### src/rtl/conv_window_line_buffer.sv
// conv_window_line_buffer
//
// Upstream stage of the 3x3 edge-detector convolution unit. Takes a row-major
// raster stream of unsigned pixels, keeps the two previous rows in line
// buffers and the two previous columns of the current neighbourhood in a
// small shift window. Every pixel at (r,c) with r>=2 and c>=2 completes a
// 3x3 neighbourhood, which is presented on pixel_0..pixel_8 with a
// valid/ready handshake. No padding is generated at image borders.
//
// Ports:
//   clk                 rising-edge clock
//   rst                 asynchronous, active-high reset
//   in_pixel/in_valid   raster pixel input; taken when in_valid && in_ready
//   in_ready            combinational: !out_valid || out_ready
//   pixel_0..pixel_8    3x3 window, row-major (pixel_0 top-left,
//                       pixel_8 bottom-right)
//   out_valid/out_ready window handshake; window is held while stalled
//   frame_done          one-cycle pulse after the last window of a frame
//                       has been taken
module conv_window_line_buffer #(
    parameter int unsigned IMG_WIDTH  = 8,
    parameter int unsigned IMG_HEIGHT = 8,
    parameter int unsigned DATA_W     = 8
) (
    input  logic              clk,
    input  logic              rst,

    input  logic [DATA_W-1:0] in_pixel,
    input  logic              in_valid,
    output logic              in_ready,

    output logic [DATA_W-1:0] pixel_0,
    output logic [DATA_W-1:0] pixel_1,
    output logic [DATA_W-1:0] pixel_2,
    output logic [DATA_W-1:0] pixel_3,
    output logic [DATA_W-1:0] pixel_4,
    output logic [DATA_W-1:0] pixel_5,
    output logic [DATA_W-1:0] pixel_6,
    output logic [DATA_W-1:0] pixel_7,
    output logic [DATA_W-1:0] pixel_8,
    output logic              out_valid,
    input  logic              out_ready,
    output logic              frame_done
);

    localparam int unsigned ColW = $clog2(IMG_WIDTH);
    localparam int unsigned RowW = $clog2(IMG_HEIGHT);

    localparam logic [ColW-1:0] ColLast = ColW'(IMG_WIDTH - 1);
    localparam logic [RowW-1:0] RowLast = RowW'(IMG_HEIGHT - 1);
    localparam logic [ColW-1:0] ColTwo  = ColW'(2);
    localparam logic [RowW-1:0] RowTwo  = RowW'(2);

    typedef enum logic [1:0] {
        StFill,
        StRun,
        StHold
    } state_e;

    // ------------------------------------------------------------------
    // Declarations
    // ------------------------------------------------------------------
    state_e state_q, state_d;

    logic [ColW-1:0] col_q, col_d;
    logic [RowW-1:0] row_q, row_d;

    // lb_mid holds row r-1, lb_top holds row r-2, both indexed by column.
    logic [DATA_W-1:0] lb_mid_q [IMG_WIDTH];
    logic [DATA_W-1:0] lb_top_q [IMG_WIDTH];

    // Shift window: tap_a is column c-2, tap_b is column c-1; index 0 is the
    // top row, 2 the bottom row.
    logic [DATA_W-1:0] tap_a_q [3];
    logic [DATA_W-1:0] tap_a_d [3];
    logic [DATA_W-1:0] tap_b_q [3];
    logic [DATA_W-1:0] tap_b_d [3];
    logic [DATA_W-1:0] new_col [3];

    logic [DATA_W-1:0] pix_q [9];
    logic [DATA_W-1:0] pix_d [9];

    logic out_valid_q, out_valid_d;
    logic last_q, last_d;
    logic frame_done_q, frame_done_d;

    logic accept;
    logic win_fire;
    logic cur_pos_run;
    logic next_pos_run;

    // ------------------------------------------------------------------
    // Position bookkeeping
    // ------------------------------------------------------------------
    assign accept = in_valid && in_ready;

    // The pixel at the current (row_q, col_q) would complete a window.
    assign cur_pos_run  = (row_q >= RowTwo) && (col_q >= ColTwo);
    assign next_pos_run = (row_d >= RowTwo) && (col_d >= ColTwo);

    always_comb begin
        col_d = col_q;
        row_d = row_q;
        if (accept) begin
            if (col_q == ColLast) begin
                col_d = '0;
                row_d = (row_q == RowLast) ? '0 : row_q + RowW'(1);
            end else begin
                col_d = col_q + ColW'(1);
            end
        end
    end

    // ------------------------------------------------------------------
    // FSM: state register
    // ------------------------------------------------------------------
    always_ff @(posedge clk or posedge rst) begin
        if (rst) begin
            state_q <= StFill;
        end else begin
            state_q <= state_d;
        end
    end

    // ------------------------------------------------------------------
    // FSM: next state
    // Outside of StHold the state mirrors whether the next pixel to arrive
    // completes a window (StRun) or only primes the buffers (StFill).
    // ------------------------------------------------------------------
    always_comb begin
        state_d = state_q;
        unique case (state_q)
            StFill, StRun: begin
                if (accept) begin
                    state_d = next_pos_run ? StRun : StFill;
                end else if (out_valid_q && !out_ready) begin
                    state_d = StHold;
                end
            end
            StHold: begin
                if (out_ready) begin
                    if (accept) begin
                        state_d = next_pos_run ? StRun : StFill;
                    end else begin
                        state_d = cur_pos_run ? StRun : StFill;
                    end
                end
            end
            default: state_d = StFill;
        endcase
    end

    // ------------------------------------------------------------------
    // FSM: outputs
    // ------------------------------------------------------------------
    always_comb begin
        in_ready = !out_valid_q || out_ready;
        win_fire = 1'b0;
        unique case (state_q)
            StRun:   win_fire = accept;
            // Released from a stall in the same cycle a pixel arrives.
            StHold:  win_fire = accept && cur_pos_run;
            default: win_fire = 1'b0;
        endcase
    end

    // ------------------------------------------------------------------
    // Window datapath
    // ------------------------------------------------------------------
    assign new_col[0] = lb_top_q[col_q];
    assign new_col[1] = lb_mid_q[col_q];
    assign new_col[2] = in_pixel;

    always_comb begin
        for (int i = 0; i < 3; i++) begin
            tap_a_d[i] = tap_a_q[i];
            tap_b_d[i] = tap_b_q[i];
            if (accept) begin
                tap_a_d[i] = tap_b_q[i];
                tap_b_d[i] = new_col[i];
            end
        end
    end

    always_comb begin
        for (int k = 0; k < 9; k++) begin
            pix_d[k] = pix_q[k];
        end
        out_valid_d  = out_valid_q;
        last_d       = last_q;
        frame_done_d = out_valid_q && out_ready && last_q;

        if (win_fire) begin
            for (int i = 0; i < 3; i++) begin
                pix_d[3*i]     = tap_a_q[i];
                pix_d[3*i + 1] = tap_b_q[i];
                pix_d[3*i + 2] = new_col[i];
            end
            out_valid_d = 1'b1;
            last_d      = (row_q == RowLast) && (col_q == ColLast);
        end else if (out_ready) begin
            // Either the window was taken, or nothing was showing.
            out_valid_d = 1'b0;
        end
    end

    // ------------------------------------------------------------------
    // Line buffers: contents are only ever read once two full rows of the
    // current frame have been written, so they need no reset.
    // ------------------------------------------------------------------
    always_ff @(posedge clk) begin
        if (accept) begin
            lb_top_q[col_q] <= lb_mid_q[col_q];
            lb_mid_q[col_q] <= in_pixel;
        end
    end

    // ------------------------------------------------------------------
    // Control and output registers
    // ------------------------------------------------------------------
    always_ff @(posedge clk or posedge rst) begin
        if (rst) begin
            col_q        <= '0;
            row_q        <= '0;
            out_valid_q  <= 1'b0;
            last_q       <= 1'b0;
            frame_done_q <= 1'b0;
            for (int i = 0; i < 3; i++) begin
                tap_a_q[i] <= '0;
                tap_b_q[i] <= '0;
            end
            for (int k = 0; k < 9; k++) begin
                pix_q[k] <= '0;
            end
        end else begin
            col_q        <= col_d;
            row_q        <= row_d;
            out_valid_q  <= out_valid_d;
            last_q       <= last_d;
            frame_done_q <= frame_done_d;
            for (int i = 0; i < 3; i++) begin
                tap_a_q[i] <= tap_a_d[i];
                tap_b_q[i] <= tap_b_d[i];
            end
            for (int k = 0; k < 9; k++) begin
                pix_q[k] <= pix_d[k];
            end
        end
    end

    assign pixel_0    = pix_q[0];
    assign pixel_1    = pix_q[1];
    assign pixel_2    = pix_q[2];
    assign pixel_3    = pix_q[3];
    assign pixel_4    = pix_q[4];
    assign pixel_5    = pix_q[5];
    assign pixel_6    = pix_q[6];
    assign pixel_7    = pix_q[7];
    assign pixel_8    = pix_q[8];
    assign out_valid  = out_valid_q;
    assign frame_done = frame_done_q;

endmodule

### config.mk
export PLATFORM = sky130hd
export DESIGN_NAME = conv_window_line_buffer
export DESIGN_NICKNAME = d
export VERILOG_FILES = /design/src/rtl/conv_window_line_buffer.sv
export SDC_FILE = /design/constraint.sdc
export NUM_CORES = 1
export LEC_CHECK = 0
export BUFFER_PORTS_ARGS = -buffer_cell sky130_fd_sc_hd__buf_4
export CAP_MARGIN = 20
export CORE_MARGIN = 5
export CORE_UTILIZATION = 30
export DETAILED_ROUTE_END_ITERATION = 10
export PLACE_DENSITY = 0.53
export SLEW_MARGIN = 20
export SYNTH_ARGS = -nofsm -noshare
export SYNTH_HDL_FRONTEND = slang
export SYNTH_SLANG_ARGS = --single-unit
### constraint.sdc
create_clock -name clk -period 6.7 [get_ports clk]
set_input_delay 1.34 -clock clk [delete_from_list [all_inputs] [get_ports clk]]
set_output_delay 1.34 -clock clk [all_outputs]
set_load 0.03 [all_outputs]
-- Yosys cells after proc, flatten, opt, wreduce, memory -nomap -nowiden
Memories as Yosys holds them, arrays and structs flattened.
Cells that the tools add are included.
- bits in registers: 131
- bits of input ports: 12
- memory bits (writable): 128
- memories kept: 2
- output and inout port bits: 75
- logic and storage cells: 67
- memory list (name ; depth ; width ; read ports ; clocked after memory_dff ; write ports ; line ; source):
    lb_mid_q ; 8 ; 8 ; 1 ; 0 ; 1 ; 69 ; logic [DATA_W-1:0] lb_mid_q [IMG_WIDTH];
    lb_top_q ; 8 ; 8 ; 1 ; 0 ; 1 ; 70 ; logic [DATA_W-1:0] lb_top_q [IMG_WIDTH];
- eq/ne operators: 6
- muxes and demuxes: 17
- reductions and logical operators: 15
- add/sub/neg operators: 2
- magnitude comparators: 4
- operators by type and width (operator ; number):
    two-way mux 3 bit ; 5
    >= comparator 3 x 2 -> 1 bit, second input constant ; 4
    logical AND 1 bit ; 8
    two-way mux 1 bit ; 7
    adder 3 x 1 -> 3 bit, second input constant ; 2
    equality test 3 bit, second input constant ; 2
    two-way mux 2 bit ; 3
    one-hot mux 2 bit (2 select lines) ; 1
    inequality test 3 bit, second input constant ; 1
    equality test 2 x 1 -> 1 bit, second input constant ; 1
    equality test 2 bit, second input constant ; 1
    logical NOT 1 bit ; 2
    logical NOT 2 bit ; 1
    inequality test 2 bit, second input constant ; 1
    one-hot mux 1 bit (2 select lines) ; 1
    AND reduction 2 bit ; 1
    nonzero test 2 bit ; 1
    OR reduction 2 bit ; 1
    logical OR 1 bit ; 1

-- Longest topological paths before layout
- depth after elaboration: 10
- gate-level depth with buffers: 11
- mapped depth without buffers: 6

-- Worst setup path before layout
Ideal clock, no wire load.
- path type: input-to-reg
- start point: input port out_ready
- end point: memory lb_mid_q[1][0], enable pin
- cell stages on the path: 7
- slack: 3018 ps
- data arrival time: 3273 ps
- library setup time: 409 ps
- path buffers: 2
- cell sequence: nor2b_4 -> inv_2 -> and2_1 -> buf_2 -> buf_2 -> nand2_1 -> nor3_1
- word-level cells in the longest chain between the ends: 4
- RTL lines (what ; line ; source):
    start: declaration ; 42 ; input logic out_ready,
    logical OR 1 bit ; 157 ; in_ready = !out_valid_q || out_ready;
    named net in_ready ; 30 ; output logic in_ready,
    logical AND 1 bit ; 95 ; assign accept = in_valid && in_ready;
    two-way mux 1 bit ; 212 ; if (accept) begin
    two-way mux 1 bit (implied by the code) ; 214 ; lb_mid_q[col_q] <= in_pixel;
    end: declaration ; 69 ;
The timed path passes the listed nets, and every way through them passes these cells.

-- Worst setup path in the final report
- start point: input port out_ready
- end point: memory lb_top_q[1][3], enable pin
- word-level cells in the longest chain between the ends: 4
- RTL lines (what ; line ; source):
    logical OR 1 bit ; 157 ;
    logical AND 1 bit ; 95 ;
    two-way mux 1 bit ; 212 ;
    two-way mux 1 bit (implied by the code) ; 213 ; lb_top_q[col_q] <= lb_mid_q[col_q];
    end: declaration ; 70 ;
No other way between the ends.

==> results by group <==
Floorplanning
  – Boundary pin count: 87
  – Die width: around 200 um
  – Site row count: 68
  – Initial Utilization: a little under a third
  – Die Area: ~38,000 um^2
  – Area of the core: around 34,000 um^2
  – Die height: slightly below 200 um

Setup path
  – Worst EP arrival: around 3400 ps
  – Crit path launch: out_ready
  – Startpoint types: input pin
  – Reg-to-reg endpoint: lb_mid_q[0][5]
  – CP Class: in -> reg
  – Worst endpoint required time: a little under 7000 ps
  – Worst setup EP type: flop
  – Worst R2R Path Depth: 2
  – CP Max Fanout: between 60 and 70
  – Reg-to-reg slack, setup: approximately 3700 ps
  – Most used cell, CP: buf_4
  – Crit path to: lb_top_q[1][3]
  – Delay of the slowest critical-path stage: 620 ps
  – Worst path slowest cell: nor3_2
  – Cell Chain, Critical Path: buf_4 > nor2b_4 > inv_2 > and2_2 > buf_4 > nand2_1 > nor3_2 > buf_4
  – Worst r2r src: col_q[2]

Timing
  – Slew Limit Headroom: between 20% and 30%
  – RSZ-0062 raised after global routing: false
  – Setup_tns: 0 ps
  – Final hold viol count: 0
  – Clock skew: between 15 and 20 ps
  – Fmax: 312.9 MHz
  – Max Slew Vio Count: 0
  – Worst hold slack: ~470 ps
  – Final Cycle Share: about 48%
  – Final setup violation count: 0
  – Period minus WS final: 3196 ps
  – Worst-margin pin slew: 1151 ps

Logic synthesis
  – Syn. warnings: 0
  – Synth top area share: a little under two fifths
  – Synth top cells by count: 131 x dfrtp_1, 129 x nand2_1, 128 x edfxtp_1
  – Syn avg cell area: ~15 um^2
  – Synthesized Nets: 704
  – Post-Syn Instances: ~700
  – Ranking of synthesized cells by area: edfxtp_1 37%, dfrtp_1 32%, mux2_4 6.4%
  – Most frequent cell after synthesis: dfrtp_1
  – Main synth FF type: dfrtp_1
  – Number of synthesized flops with an enable pin: between 100 and 150
  – Mapped Area: 10,360 um^2
  – Asr flop ratio synth: roughly half
  – Flops & latches, synth: 259
  – Synth unique cells: 52
  – Seq/Total Area, Yosys: a little under 70%
  – Yosys top cell by area: edfxtp_1

Pwr
  – Pwr Density: between 400 and 500 nW/um^2
  – Max VDD drop: around 230 uV
  – P_leak: between 5 and 6 nW

Clock tree
  – Clock buffer depth: 3
  – CTS resizes: 0
  – Clock latency at the later pin of the worst-skew pair: 530 ps
  – # clock sinks: between 200 and 300
  – Htree depth: 1
  – Hold_buf cts: 0
  – CTS tree: built
  – Root Buffer: clkbuf_16
  – CTS Buf Count: 28
  – Clock transition at the registers of the reported paths: approximately 60 ps
  – Postcts setup bufs: 0

GRT
  – Largest net degree at the start of global routing: 69
  – Busiest grt layer: met2
  – M3 GR Usage: 2.078%
  – Global-route wire length before repair: 35,980 um
  – Initial antenna violation count: 0
  – GRT overflow: 0
  – GRT Total Usage: between 10% and 20%
  – Global Route met1 Usage: roughly 16%
  – Met2 GRT Util: 19.05%
  – Vias in the first global route: slightly above 6,000

Status
  – Outcome: completed

Detailed routing
  – 1st-pass router iterations: 4
  – DR DRC count: 0
  – Via-per-instance ratio: around 4.6
  – Drt wl/cell: between 15 and 20 um
  – Final wirelength: about 23,000 um
  – Final ANT Viol Nets: 0
  – Via count: 5,683
  – DR iter-0 viols: roughly 350

Place
  – Placed Cells: 1,196
  – Dpl cell area: 11,470 um^2
  – Routability cong.: around 0.76
  – HPWL after DPL: about 14,000 um
  – Number of I/O port buffers: 86

Finish
  – Final Cell Area: about 12,000 um^2
  – Share of cells above drive strength 1: 31.78%
  – Final Instance Count excl. Fillers: about 1,200
  – Area delta synth->final: 19.44%
  – N_diodes: 0
  – NumNets Final: slightly below 800

Job
  – MaxCap Viol Count: 0

Worst hold path
  – Hold crit path type: reg -> reg
==> flip-flops by register name, summed over array words and instances, names as in the netlist, 3 cells and up <==
signal / count
tap_a_q: 24
pixel_3: 8
pixel_2: 8
pixel_8: 8
pixel_7: 8
pixel_4: 8
pixel_1: 8
tap_b_q: 24
lb_mid_q: 64
lb_top_q: 64
pixel_5: 8
col_q: 3
pixel_0: 8
row_q: 3
pixel_6: 8
==> routing by layer <==
layer	vias to the layer above	part of all wire [%]
li1	2675	-
met1	2876	46
met2	105	48
met3	27	4.4
met4	0	1.6
met5	-	0
==> worst min-delay path by stage <==
stage | from | end | slack (ps) | cells after the start
after floorplan | tap_a_q[23] | tap_a_q[23] | 440 | 2
after global placement | tap_a_q[23] | tap_a_q[23] | 460 | 2
after detailed placement | tap_a_q[4] | tap_a_q[4] | 460 | 2
after CTS | tap_a_q[4] | tap_a_q[4] | 480 | 2
after global routing | tap_a_q[20] | tap_a_q[20] | 510 | 2
final | tap_a_q[4] | tap_a_q[4] | 470 | 2
==> critical path, delay by kind of cell <==
family        cells  cell delay [ps]
simple gates      4              980
buf+inv           4             1060
==> per-stage QoR <==
step / util (%) / power, mW / setup slack [ps]
2_1_floorplan: - / 3.670 / 1862
3_3_place_gp: 33.45 / 4.332 / 2952
3_5_place_dp: 33.45 / 4.349 / 2876
4_1_cts: 36.08 / 5.872 / 3448
5_1_grt: 36.08 / 6.107 / 3324
6_report: 36.08 / 5.778 / 3504
==> layout by cell type (no fill, tap or decap), drive strengths merged, types with 16 or more instances in the layout <==
master  Yosys  final
mux2       82     82
mux2i      16     16
nor2       17     17
buf        32     97
a31oi      18     18
dfrtp     131    131
nand2     129    129
edfxtp    128    128
clkbuf      6     38
==> power breakdown <==
| part | leakage, nW | switching (mW) | internal, mW |
|---|---|---|---|
| clock network | 0.441 | 0.612 | 0.889 |
| registers | 2.83 | 0.259 | 2.17 |
| logic | 1.87 | 1.10 | 0.740 |
| total | 5.15 | 1.97 | 3.80 |
==> area by class of cell <==
cell class | instances | area (um^2)
tap | 455 | 569.3
fill | 3314 | 21920
timing repair buffer | 97 | 728.2
multi-input combinational | 374 | 3002
clock inverter | 14 | 121.4
inverter | 11 | 46.29
sequential | 259 | 7124
clock buffer | 38 | 779.5
==> cells by family (layout without fill, tap and decap cells) <==
group / Yosys count / after routing / share of synthesized area [%]
flops: 259 / 259 / 68.76
mux: 110 / 110 / 14.67
buf+inv: 49 / 160 / 2.839
compound gates: 71 / 71 / 4.893
simple gates: 183 / 183 / 7.635
fa+ha+maj: 10 / 10 / 1.208
Power figures use the tool's default switching activity.
